===== src/rtl/lvdc_clock_pkg.sv =====
// Shared phase type, P/Q/R encodings and sizing constants for the clock-phase
// generator and its phase timer.
package lvdc_clock_pkg;

  typedef enum logic [1:0] {
    PH_W = 2'd0,
    PH_X = 2'd1,
    PH_Y = 2'd2,
    PH_Z = 2'd3
  } phase_t;

  // Encodings are packed as {P, Q, R}.
  localparam logic [2:0] PQR_W = 3'b101;
  localparam logic [2:0] PQR_X = 3'b011;
  localparam logic [2:0] PQR_Y = 3'b110;
  localparam logic [2:0] PQR_Z = 3'b000;

  localparam int BIT_WIDTH  = 4;
  localparam int TICK_WIDTH = 8;

  function automatic phase_t nextPhase(input phase_t phase);
    phase_t result;
    case (phase)
      PH_W:    result = PH_X;
      PH_X:    result = PH_Y;
      PH_Y:    result = PH_Z;
      default: result = PH_W;
    endcase
    return result;
  endfunction

  function automatic logic [2:0] phaseEncoding(input phase_t phase);
    logic [2:0] result;
    case (phase)
      PH_W:    result = PQR_W;
      PH_X:    result = PQR_X;
      PH_Y:    result = PQR_Y;
      default: result = PQR_Z;
    endcase
    return result;
  endfunction

endpackage


===== src/rtl/clock_phase_timer.sv =====
// Per-phase tick counter with terminal count, halt flag and RUN/STEP arbitration.
// o_halted and o_pastDead describe the state that takes effect at the coming edge.
module clock_phase_timer
  import lvdc_clock_pkg::*;
#(
  parameter int PHASE_TICKS = 4,
  parameter int DEAD_TICKS  = 1
) (
  input  logic i_clk,
  input  logic i_reset,
  input  logic i_run,
  input  logic i_step,
  output logic o_advance,
  output logic o_halted,
  output logic o_pastDead
);

  localparam logic [TICK_WIDTH-1:0] LAST_TICK = TICK_WIDTH'(PHASE_TICKS - 1);
  localparam logic [TICK_WIDTH-1:0] DEAD_END  = TICK_WIDTH'(DEAD_TICKS);

  logic [TICK_WIDTH-1:0] r_tick;
  logic                  r_halted;
  logic                  r_stepMode;

  logic [TICK_WIDTH-1:0] w_tickNext;
  logic                  w_haltedNext;
  logic                  w_stepModeNext;
  logic                  w_advance;

  // A phase only ever ends at its last tick; halting parks there so a later
  // RUN or STEP can start the following phase on the very next edge.
  always_comb begin
    w_tickNext     = r_tick;
    w_haltedNext   = r_halted;
    w_stepModeNext = r_stepMode;
    w_advance      = 1'b0;
    if (r_halted) begin
      if (i_run) begin
        w_advance      = 1'b1;
        w_tickNext     = '0;
        w_haltedNext   = 1'b0;
        w_stepModeNext = 1'b0;
      end else if (i_step) begin
        w_advance      = 1'b1;
        w_tickNext     = '0;
        w_haltedNext   = 1'b0;
        w_stepModeNext = 1'b1;
      end
    end else if (r_tick != LAST_TICK) begin
      w_tickNext = r_tick + 1'b1;
    end else if (i_run && !r_stepMode) begin
      w_advance  = 1'b1;
      w_tickNext = '0;
    end else begin
      w_haltedNext   = 1'b1;
      w_stepModeNext = 1'b0;
    end
  end

  always_ff @(posedge i_clk) begin
    if (i_reset) begin
      r_tick     <= LAST_TICK;
      r_halted   <= 1'b1;
      r_stepMode <= 1'b0;
    end else begin
      r_tick     <= w_tickNext;
      r_halted   <= w_haltedNext;
      r_stepMode <= w_stepModeNext;
    end
  end

  assign o_advance  = w_advance;
  assign o_halted   = w_haltedNext;
  assign o_pastDead = (w_tickNext >= DEAD_END);

endmodule


===== src/rtl/clock_generator.sv =====
// Four-phase W/X/Y/Z clock generator: phase FSM, registered P/Q/R pairs,
// BOP body enable, bit-time counter and BTEND pulse.
module clock_generator
  import lvdc_clock_pkg::*;
#(
  parameter int PHASE_TICKS = 4,
  parameter int DEAD_TICKS  = 1,
  parameter int NBITS       = 14
) (
  input  logic                 i_clk,
  input  logic                 i_reset,
  input  logic                 i_run,
  input  logic                 i_step,
  output logic                 o_cgpp,
  output logic                 o_cgppn,
  output logic                 o_cgqp,
  output logic                 o_cgqpn,
  output logic                 o_cgrp,
  output logic                 o_cgrpn,
  output logic                 o_bop,
  output logic [BIT_WIDTH-1:0] o_bit,
  output logic                 o_btend
);

  localparam logic [BIT_WIDTH-1:0] LAST_BIT = BIT_WIDTH'(NBITS - 1);

  phase_t               r_phase;
  logic [2:0]           r_pqr;
  logic [2:0]           r_pqrN;
  logic                 r_bop;
  logic [BIT_WIDTH-1:0] r_bit;
  logic                 r_btend;

  phase_t               w_phaseNext;
  logic [2:0]           w_pqrNext;
  logic [BIT_WIDTH-1:0] w_bitNext;
  logic                 w_btendNext;
  logic                 w_advance;
  logic                 w_halted;
  logic                 w_pastDead;

  clock_phase_timer #(
    .PHASE_TICKS(PHASE_TICKS),
    .DEAD_TICKS (DEAD_TICKS)
  ) u_timer (
    .i_clk     (i_clk),
    .i_reset   (i_reset),
    .i_run     (i_run),
    .i_step    (i_step),
    .o_advance (w_advance),
    .o_halted  (w_halted),
    .o_pastDead(w_pastDead)
  );

  // The bit count moves only on the Z->W boundary, so BTEND marks the first
  // W cycle of bit time 0 whether the block is free-running or stepping.
  always_comb begin
    w_phaseNext = r_phase;
    w_bitNext   = r_bit;
    w_btendNext = 1'b0;
    if (w_advance) begin
      w_phaseNext = nextPhase(r_phase);
      if (r_phase == PH_Z) begin
        w_bitNext   = (r_bit == LAST_BIT) ? '0 : r_bit + 1'b1;
        w_btendNext = (w_bitNext == '0);
      end
    end
    w_pqrNext = phaseEncoding(w_phaseNext);
  end

  // BOP follows the timer's next tick, which is zero on any phase change,
  // so it is always low in the cycle the P/Q/R encoding moves.
  always_ff @(posedge i_clk) begin
    if (i_reset) begin
      r_phase <= PH_Z;
      r_pqr   <= PQR_Z;
      r_pqrN  <= ~PQR_Z;
      r_bop   <= 1'b0;
      r_bit   <= LAST_BIT;
      r_btend <= 1'b0;
    end else begin
      r_phase <= w_phaseNext;
      r_pqr   <= w_pqrNext;
      r_pqrN  <= ~w_pqrNext;
      r_bop   <= ~w_halted & w_pastDead;
      r_bit   <= w_bitNext;
      r_btend <= w_btendNext;
    end
  end

  assign o_cgpp  = r_pqr[2];
  assign o_cgqp  = r_pqr[1];
  assign o_cgrp  = r_pqr[0];
  assign o_cgppn = r_pqrN[2];
  assign o_cgqpn = r_pqrN[1];
  assign o_cgrpn = r_pqrN[0];
  assign o_bop   = r_bop;
  assign o_bit   = r_bit;
  assign o_btend = r_btend;

endmodule


===== config.mk =====
export PLATFORM = sky130hd
export DESIGN_NAME = clock_generator
export DESIGN_NICKNAME = d
export VERILOG_FILES = /design/src/rtl/lvdc_clock_pkg.sv /design/src/rtl/clock_phase_timer.sv /design/src/rtl/clock_generator.sv
export SDC_FILE = /design/constraint.sdc
export NUM_CORES = 1
export LEC_CHECK = 0
export BUFFER_PORTS_ARGS = -buffer_cell sky130_fd_sc_hd__clkbuf_2
export CAP_MARGIN = 20
export CORE_MARGIN = 3
export CORE_UTILIZATION = 58
export CTS_BUF_LIST = sky130_fd_sc_hd__clkbuf_4 sky130_fd_sc_hd__clkbuf_8
export DETAILED_ROUTE_END_ITERATION = 7
export PLACE_DENSITY = 0.8
export SLEW_MARGIN = 5
export SYNTH_ARGS = -nofsm -noshare
export SYNTH_HDL_FRONTEND = slang
export SYNTH_SLANG_ARGS = --single-unit

===== constraint.sdc =====
create_clock -name i_clk -period 3.2 [get_ports i_clk]
set_input_delay 0.96 -clock i_clk [delete_from_list [all_inputs] [get_ports i_clk]]
set_output_delay 0.96 -clock i_clk [all_outputs]
set_load 0.02 [all_outputs]

==> impl_metrics.toml, run 1 <==
[run_status]
status = "finished, final reports clean"

[grt]
track_usage_pct = 19.3
grt_pass1_vias = 885
grt_pass1_wl_microns = 3860
antenna_found_initial = 0
grt_max_degree = 20
overflow = 0

[setup_path]
crit_required_ps = 3410
slowest_stage = "or3b_1"
worstPathMaxFanout = 10
crit_chain = "clkbuf_2 > or3b_1 > a32o_2 > mux2i_1 > inv_1 > ha_1 > nor2_1 > o21ai_0"
critical_path.top_delay_family = "simple AND/OR/NAND/NOR gates"
end_kind = "flip-flop"
path_class = "input pin to flip-flop"
path_depth = 8
timing.critical_path.buf_inv = 2
max_stage_delay_ps = 520
ff2ff_path_depth = 8
cp-start-kind = "input pin"
worstPathArrival_ps = 2710

[final_layout]
final_common_cell = "dfxtp_1"
syn2layout_area_growth_pct = 9.17
nets = 158
layout.cells.most_common_list = "23 x dfxtp_1, 15 x clkbuf_2, 11 x nand2_1"
final_util_pct = 70.4
diodes = 0
drive_gt1_share_pct = 16.4

[placement]
gp_congestion = 0.853
io_buffers = 15
place_ws_ps = 327
dp_hpwl_microns = 1590

[clock_network]
clock_latency_ps = 320
cts-root-buf = "clkbuf_4"
cts_tree = "yes"
cts_max_path_buffers = 2
cts-htree-levels = 1
clk_pin_slew_ps = 130
holdBufCountCts = 0
cts_sinks = 23
cts_resized = 0
cts_made_buffers = 3
postCtsSetupRepairBufs = 0

[routing]
drt_wl_total_microns = 2140
wl_per_cell_microns = 12.5
drt_iter0_markers = 30
viasPerCell = 5.81
vias = 994
antenna_left = 0
route.detailed.drc = 0
detail_route.first_pass.iterations = 4

[yosys]
yosys.area_share.simple_pct = 24.0
syn_area_sq_mm = 0.00117
synth_area_leaders = "dfxtp_1 39%, ha_1 7.5%, nand2_1 3.5%"
synthArstFlopShare_pct = 0
ys_warn_count = 0
ys_seq_area_share_pct = 39.2
synthCells = 134
synth_fa_ha_area_share_pct = 7.46
synth_nets = 145
synth_edf_count = 0
synthXorXnorAreaFrac_pct = 0.746
ys_ff_latch = 23
synth_top_cell_area_share_pct = 39.2
synthFlopType = "dfxtp_1"
synth_top_family_by_area = "simple AND/OR/NAND/NOR gates"
synth.distinct_cells = 44
synth-compound-area-share_pct = 22.4
synth_top_area_cell = "dfxtp_1"
synthMuxAreaShare_pct = 0.853
synth.avg_cell_area_sq_um = 8.76

[sta]
setup_viol_count_final = 0
rsz0062_at_grt = "false"
finalCritPeriodShare_pct = 78.4
layout_setup_ws_ps = 692
final_hold_viol_count = 0
post-route-min-period_ps = 2510
fmax_ghz = 0.399
tightest_slew_ps = 561
slew_violations = 0
slew_headroom_pct = 62.6
setup_tns_ps = 0
fin_skew_ps = 8.07

[floorplan]
die_h_microns = 51.0
die_x_microns = 51.0
start_util_pct = 64.5
rows = 15
ios = 16
core_sq_mm = 0.00182
die_area_sq_mm = 0.00260

[power]
p_clk_share_pct = 18.6
switching_share_pct = 35.9
switchingPower_uw = 261
p_int_uw = 466
pwr-share-seq_pct = 50.3
p_leak_uw = 0.000556
power.density_mw_per_mm2 = 567
ir_worst_vdd_uv = 463
p_comb_share_pct = 31.1
power.total_uw = 727

[min_path]
holdPathStages = 2
worstHoldPathType = "flip-flop to flip-flop"

[job]
max-cap-violations = 0
stage by stage:
stage / cell area [sq um] / hold slack, ps / std cells
floorplan: 1170 / 463 / 134
global placement: 1250 / 481 / 167
detailed placement: 1250 / 486 / 167
CTS: 1280 / 505 / 171
global route: 1280 / 541 / 171
finish: 1280 / 503 / 171
layout make-up:
cell class / count / area [sq um]
sequential: 23 / 460
fill: 163 / 539
clock inverter: 1 / 7.51
timing repair buffer: 15 / 75.1
clock buffer: 3 / 22.5
inverter: 9 / 33.8
tap: 25 / 31.3
multi-input combinational: 95 / 651
worst reg2reg max path: stages, from the launching register on:
cell and delay, ps:
dfxtp_1 490, ha_1 310, nor3b_1 340, a32o_2 330
mux2i_1 360, inv_1 80, ha_1 190, nor2_1 90
o21ai_0 110
layer usage:
| metal | track usage [%] | wire (microns) |
|---|---|---|
| met2 | 28.5 | 1010 |
| met3 | 6.12 | 101 |
| met4 | 7.17 | 23 |
| met1 | 26.2 | 1010 |
| met5 | 0 | 0 |
cells in the mapped netlist (3+ instances only):
library cell,number
clkbuf_1,5
dfxtp_1,23
a21oi_1,8
nand4_1,3
a211o_1,3
inv_1,7
nor3_1,4
ha_1,7
nand2_1,11
nor2_1,9
nand2b_1,3
or3b_1,3
nand3_1,4
nor3b_1,4
o21ai_0,4
final timing paths:
| kind | start | endpoint | slack [ps] |
|---|---|---|---|
| worst max-delay path | i_run | r_pqrN[0] | 690 |
| worst min-delay path | u_timer.r_stepMode | u_timer.r_stepMode | 500 |
| worst max register to register | u_timer.r_tick[0] | r_pqrN[0] | 780 |
| worst min register to register | u_timer.r_stepMode | u_timer.r_stepMode | 500 |
flip-flops by register name, indices dropped and copies added, names as in the netlist:
signal,flops
u_timer.r_halted,1
r_phase,1
u_timer.r_stepMode,1
o_bop,1
o_btend,1
r_pqr,3
u_timer.r_tick,8
o_bit,4
r_pqrN,3
kinds of logic (layout without fill, tap and decap cells):
group,after synthesis,in the layout
XOR/XNOR,1,1
buffers and inverters,16,28
adder cells (fa/ha/maj),7,7
flip-flops,23,23
AO/OA/AOI/OAI,37,37
AND/OR/NAND/NOR,49,49
multiplexers,1,1
power groups by stage:
stage,clock network [uW],logic (uW),registers [uW]
2_1_floorplan,0,128,407
3_3_place_gp,0,221,370
3_5_place_dp,0,229,372
4_1_cts,144,229,365
5_1_grt,152,254,373
6_report,135,226,366
Note: power is estimated with default switching activity, not from simulation.
==> inputs of run 2 (changes only) <==
ABC_AREA = 1   (was default)
CORE_UTILIZATION = 59   (was 58)
PLACE_DENSITY = 0.81   (was 0.8)
clock period = 2.4 ns   (was 3.2 ns; I/O delays follow)
==> run 2 against run 1 <==
Synthesized area is 11% higher. Non-clock buffer count is 1 higher. Setup slack worse by 300 ps. Clock-buffer cell count is 1 higher. First-iteration DRC count is 10% lower. Sequential share of layout area is 3.4 points lower. Clock skew is 5.6 ps lower. Combinational power is 72% higher. Synthesized cell count is 36% higher.
==> impl_metrics.toml, run 2 <==
[yosys]
ys_ff_latch = 23
synth_area_leaders = "dfxtp_1 35%, nand2_1 14%, inv_1 7.2%"
synthCells = 182
ys_seq_area_share_pct = 35.5
synthFlopType = "dfxtp_1"
yosysMostFrequentCell = "nand2_1"
synthArstFlopShare_pct = 0
ys_warn_count = 0
yosys-top-cells-count = "47 x nand2_1, 25 x inv_1, 23 x dfxtp_1, 22 x nor2_1, 14 x nand3_1"
synth_top_area_cell = "dfxtp_1"
syn_area_sq_mm = 0.00130
synth.distinct_cells = 28
synth.avg_cell_area_sq_um = 7.13
synth_top_cell_area_share_pct = 35.5
synth_edf_count = 0
synth_nets = 193

[clock_network]
postCtsSetupRepairBufs = 0
clk_pin_slew_ps = 120
cts-htree-levels = 1
cts_made_buffers = 3
cts_sinks = 23
clock_latency_ps = 310
holdBufCountCts = 0
cts_resized = 0
cts_max_path_buffers = 2
cts_tree = "yes"
cts-root-buf = "clkbuf_4"

[power]
p_leak_uw = 0.000748
ir_worst_vdd_uv = 694
power.density_mw_per_mm2 = 749

[floorplan]
die_area_sq_mm = 0.00280
rows = 16
core_sq_mm = 0.00202
die_x_microns = 52.9
die_h_microns = 52.9
start_util_pct = 64.2
ios = 16

[final_layout]
nFillCells = 171
largest-register = "u_timer.r_tick"
nets = 211
drive_gt1_share_pct = 19.6
syn2layout_area_growth_pct = 9.16
layout.cells.most_common_list = "47 x nand2_1, 25 x inv_1, 23 x dfxtp_1"
post-route-cell-area_sq_mm = 0.00142
largest_register_ffs = 8
fin_cells = 226
final_common_cell = "nand2_1"
diodes = 0

[grt]
overflow = 0
grt_pass1_wl_microns = 4170
grt_max_degree = 13
grt_pass1_vias = 1005
antenna_found_initial = 0
track_usage_pct = 19.8

[setup_path]
reg2reg_slack_ps = 390
worstPathMaxFanout = 4
crit_required_ps = 2620
worstPathArrival_ps = 2230
ff2ff_path_depth = 15
path_class = "flip-flop to flip-flop"
worstSetupStartpoint = "u_timer.r_tick[1]"
cp-start-kind = "flip-flop"
crit-reg2reg-launch = "u_timer.r_tick[1]"
reg2reg_to = "r_pqr[0]"
end_kind = "flip-flop"

[min_path]
min_to = "o_bit[1]"
min-delay-start = "o_bit[1]"
worstHoldPathType = "flip-flop to flip-flop"
holdPathStages = 2

[sta]
layout_setup_ws_ps = 391
finalCritPeriodShare_pct = 83.7
rsz0062_at_grt = "false"
slew_headroom_pct = 79.7
fmax_ghz = 0.498
fin_skew_ps = 2.52
tightest_slew_ps = 304
hold_ws_ps = 510
setup_viol_count_final = 0
slew_violations = 0
setup_tns_ps = 0
final_hold_viol_count = 0
post-route-min-period_ps = 2010

[routing]
drt_wl_total_microns = 2370
vias = 1112
route.detailed.drc = 0
antenna_left = 0
viasPerCell = 4.92
drt_iter0_markers = 27
wl_per_cell_microns = 10.5
detail_route.first_pass.iterations = 4

[placement]
place_ws_ps = 173
dp_cells = 222
gp_congestion = 0.790
place_area_sq_mm = 0.00139
io_buffers = 15
dp_hpwl_microns = 1860

[job]
max-cap-violations = 0

[run_status]
status = "finished, final reports clean"
-- run 2: area by class of cell --
| cell class | instances | area (sq um) | share of cell area [%] |
|---|---|---|---|
| multi-input combinational | 126 | 694 | 49.0 |
| sequential | 23 | 460 | 32.5 |
| inverter | 30 | 115 | 8.13 |
| timing repair buffer | 16 | 82.6 | 5.83 |
| tap | 27 | 33.8 | 2.39 |
| clock buffer | 4 | 30.0 | 2.12 |
-- run 2: cell families (layout without fill, tap and decap cells) --
kind of cell | Yosys count | after routing | share of synthesized area, %
buffers and inverters | 33 | 50 | 11.0
adder cells (fa/ha/maj) | 7 | 7 | 6.75
XOR/XNOR | 5 | 5 | 3.37
AND/OR/NAND/NOR | 95 | 95 | 33.9
AO/OA/AOI/OAI | 19 | 19 | 9.45
flip-flops | 23 | 23 | 35.5
-- run 2: how the worst max path moves through the flow --
stage / endpoint / slack [ps]
floorplan: r_pqr[0] / 380
global placement: r_pqr[0] / 210
detailed placement: r_pqr[0] / 170
CTS: r_pqr[0] / 380
global route: r_pqr[0] / 160
finish: r_pqr[0] / 390
-- run 2: power breakdown --
| part | switching [uW] | leakage, uW | internal, uW | total [uW] |
|---|---|---|---|---|
| clock network | 112 | 0.0000184 | 76.3 | 188 |
| logic | 252 | 0.000539 | 137 | 389 |
| registers | 43.8 | 0.000190 | 439 | 483 |
-- run 2: per-layer routing --
layer	global-route usage, %	routed length [microns]	up-vias
li1	-	-	596
met5	0	0	-
met1	25.3	1120	498
met3	1.69	54	5
met2	33.7	1140	13
met4	8.94	49	0
-- run 2: critical path: stages (launching register included) --
cell and delay, ps:
dfxtp_1 410, ha_1 250, nand2_1 100, nor2_2 190
nand2_2 70, nand2_2 70, nand2_4 90, inv_4 80
o21ai_2 50, o21ai_2 110, inv_1 70, ha_1 190
nor2_1 90, nor2_1 40, nand2_1 60, inv_1 40
-- run 2: metrics by stage --
stage          total power (uW)  util, %
2_1_floorplan               789        -
3_3_place_gp                866     68.6
5_1_grt                    1140     70.0
3_5_place_dp                884     68.6
6_report                   1060     70.0
4_1_cts                    1070     70.0
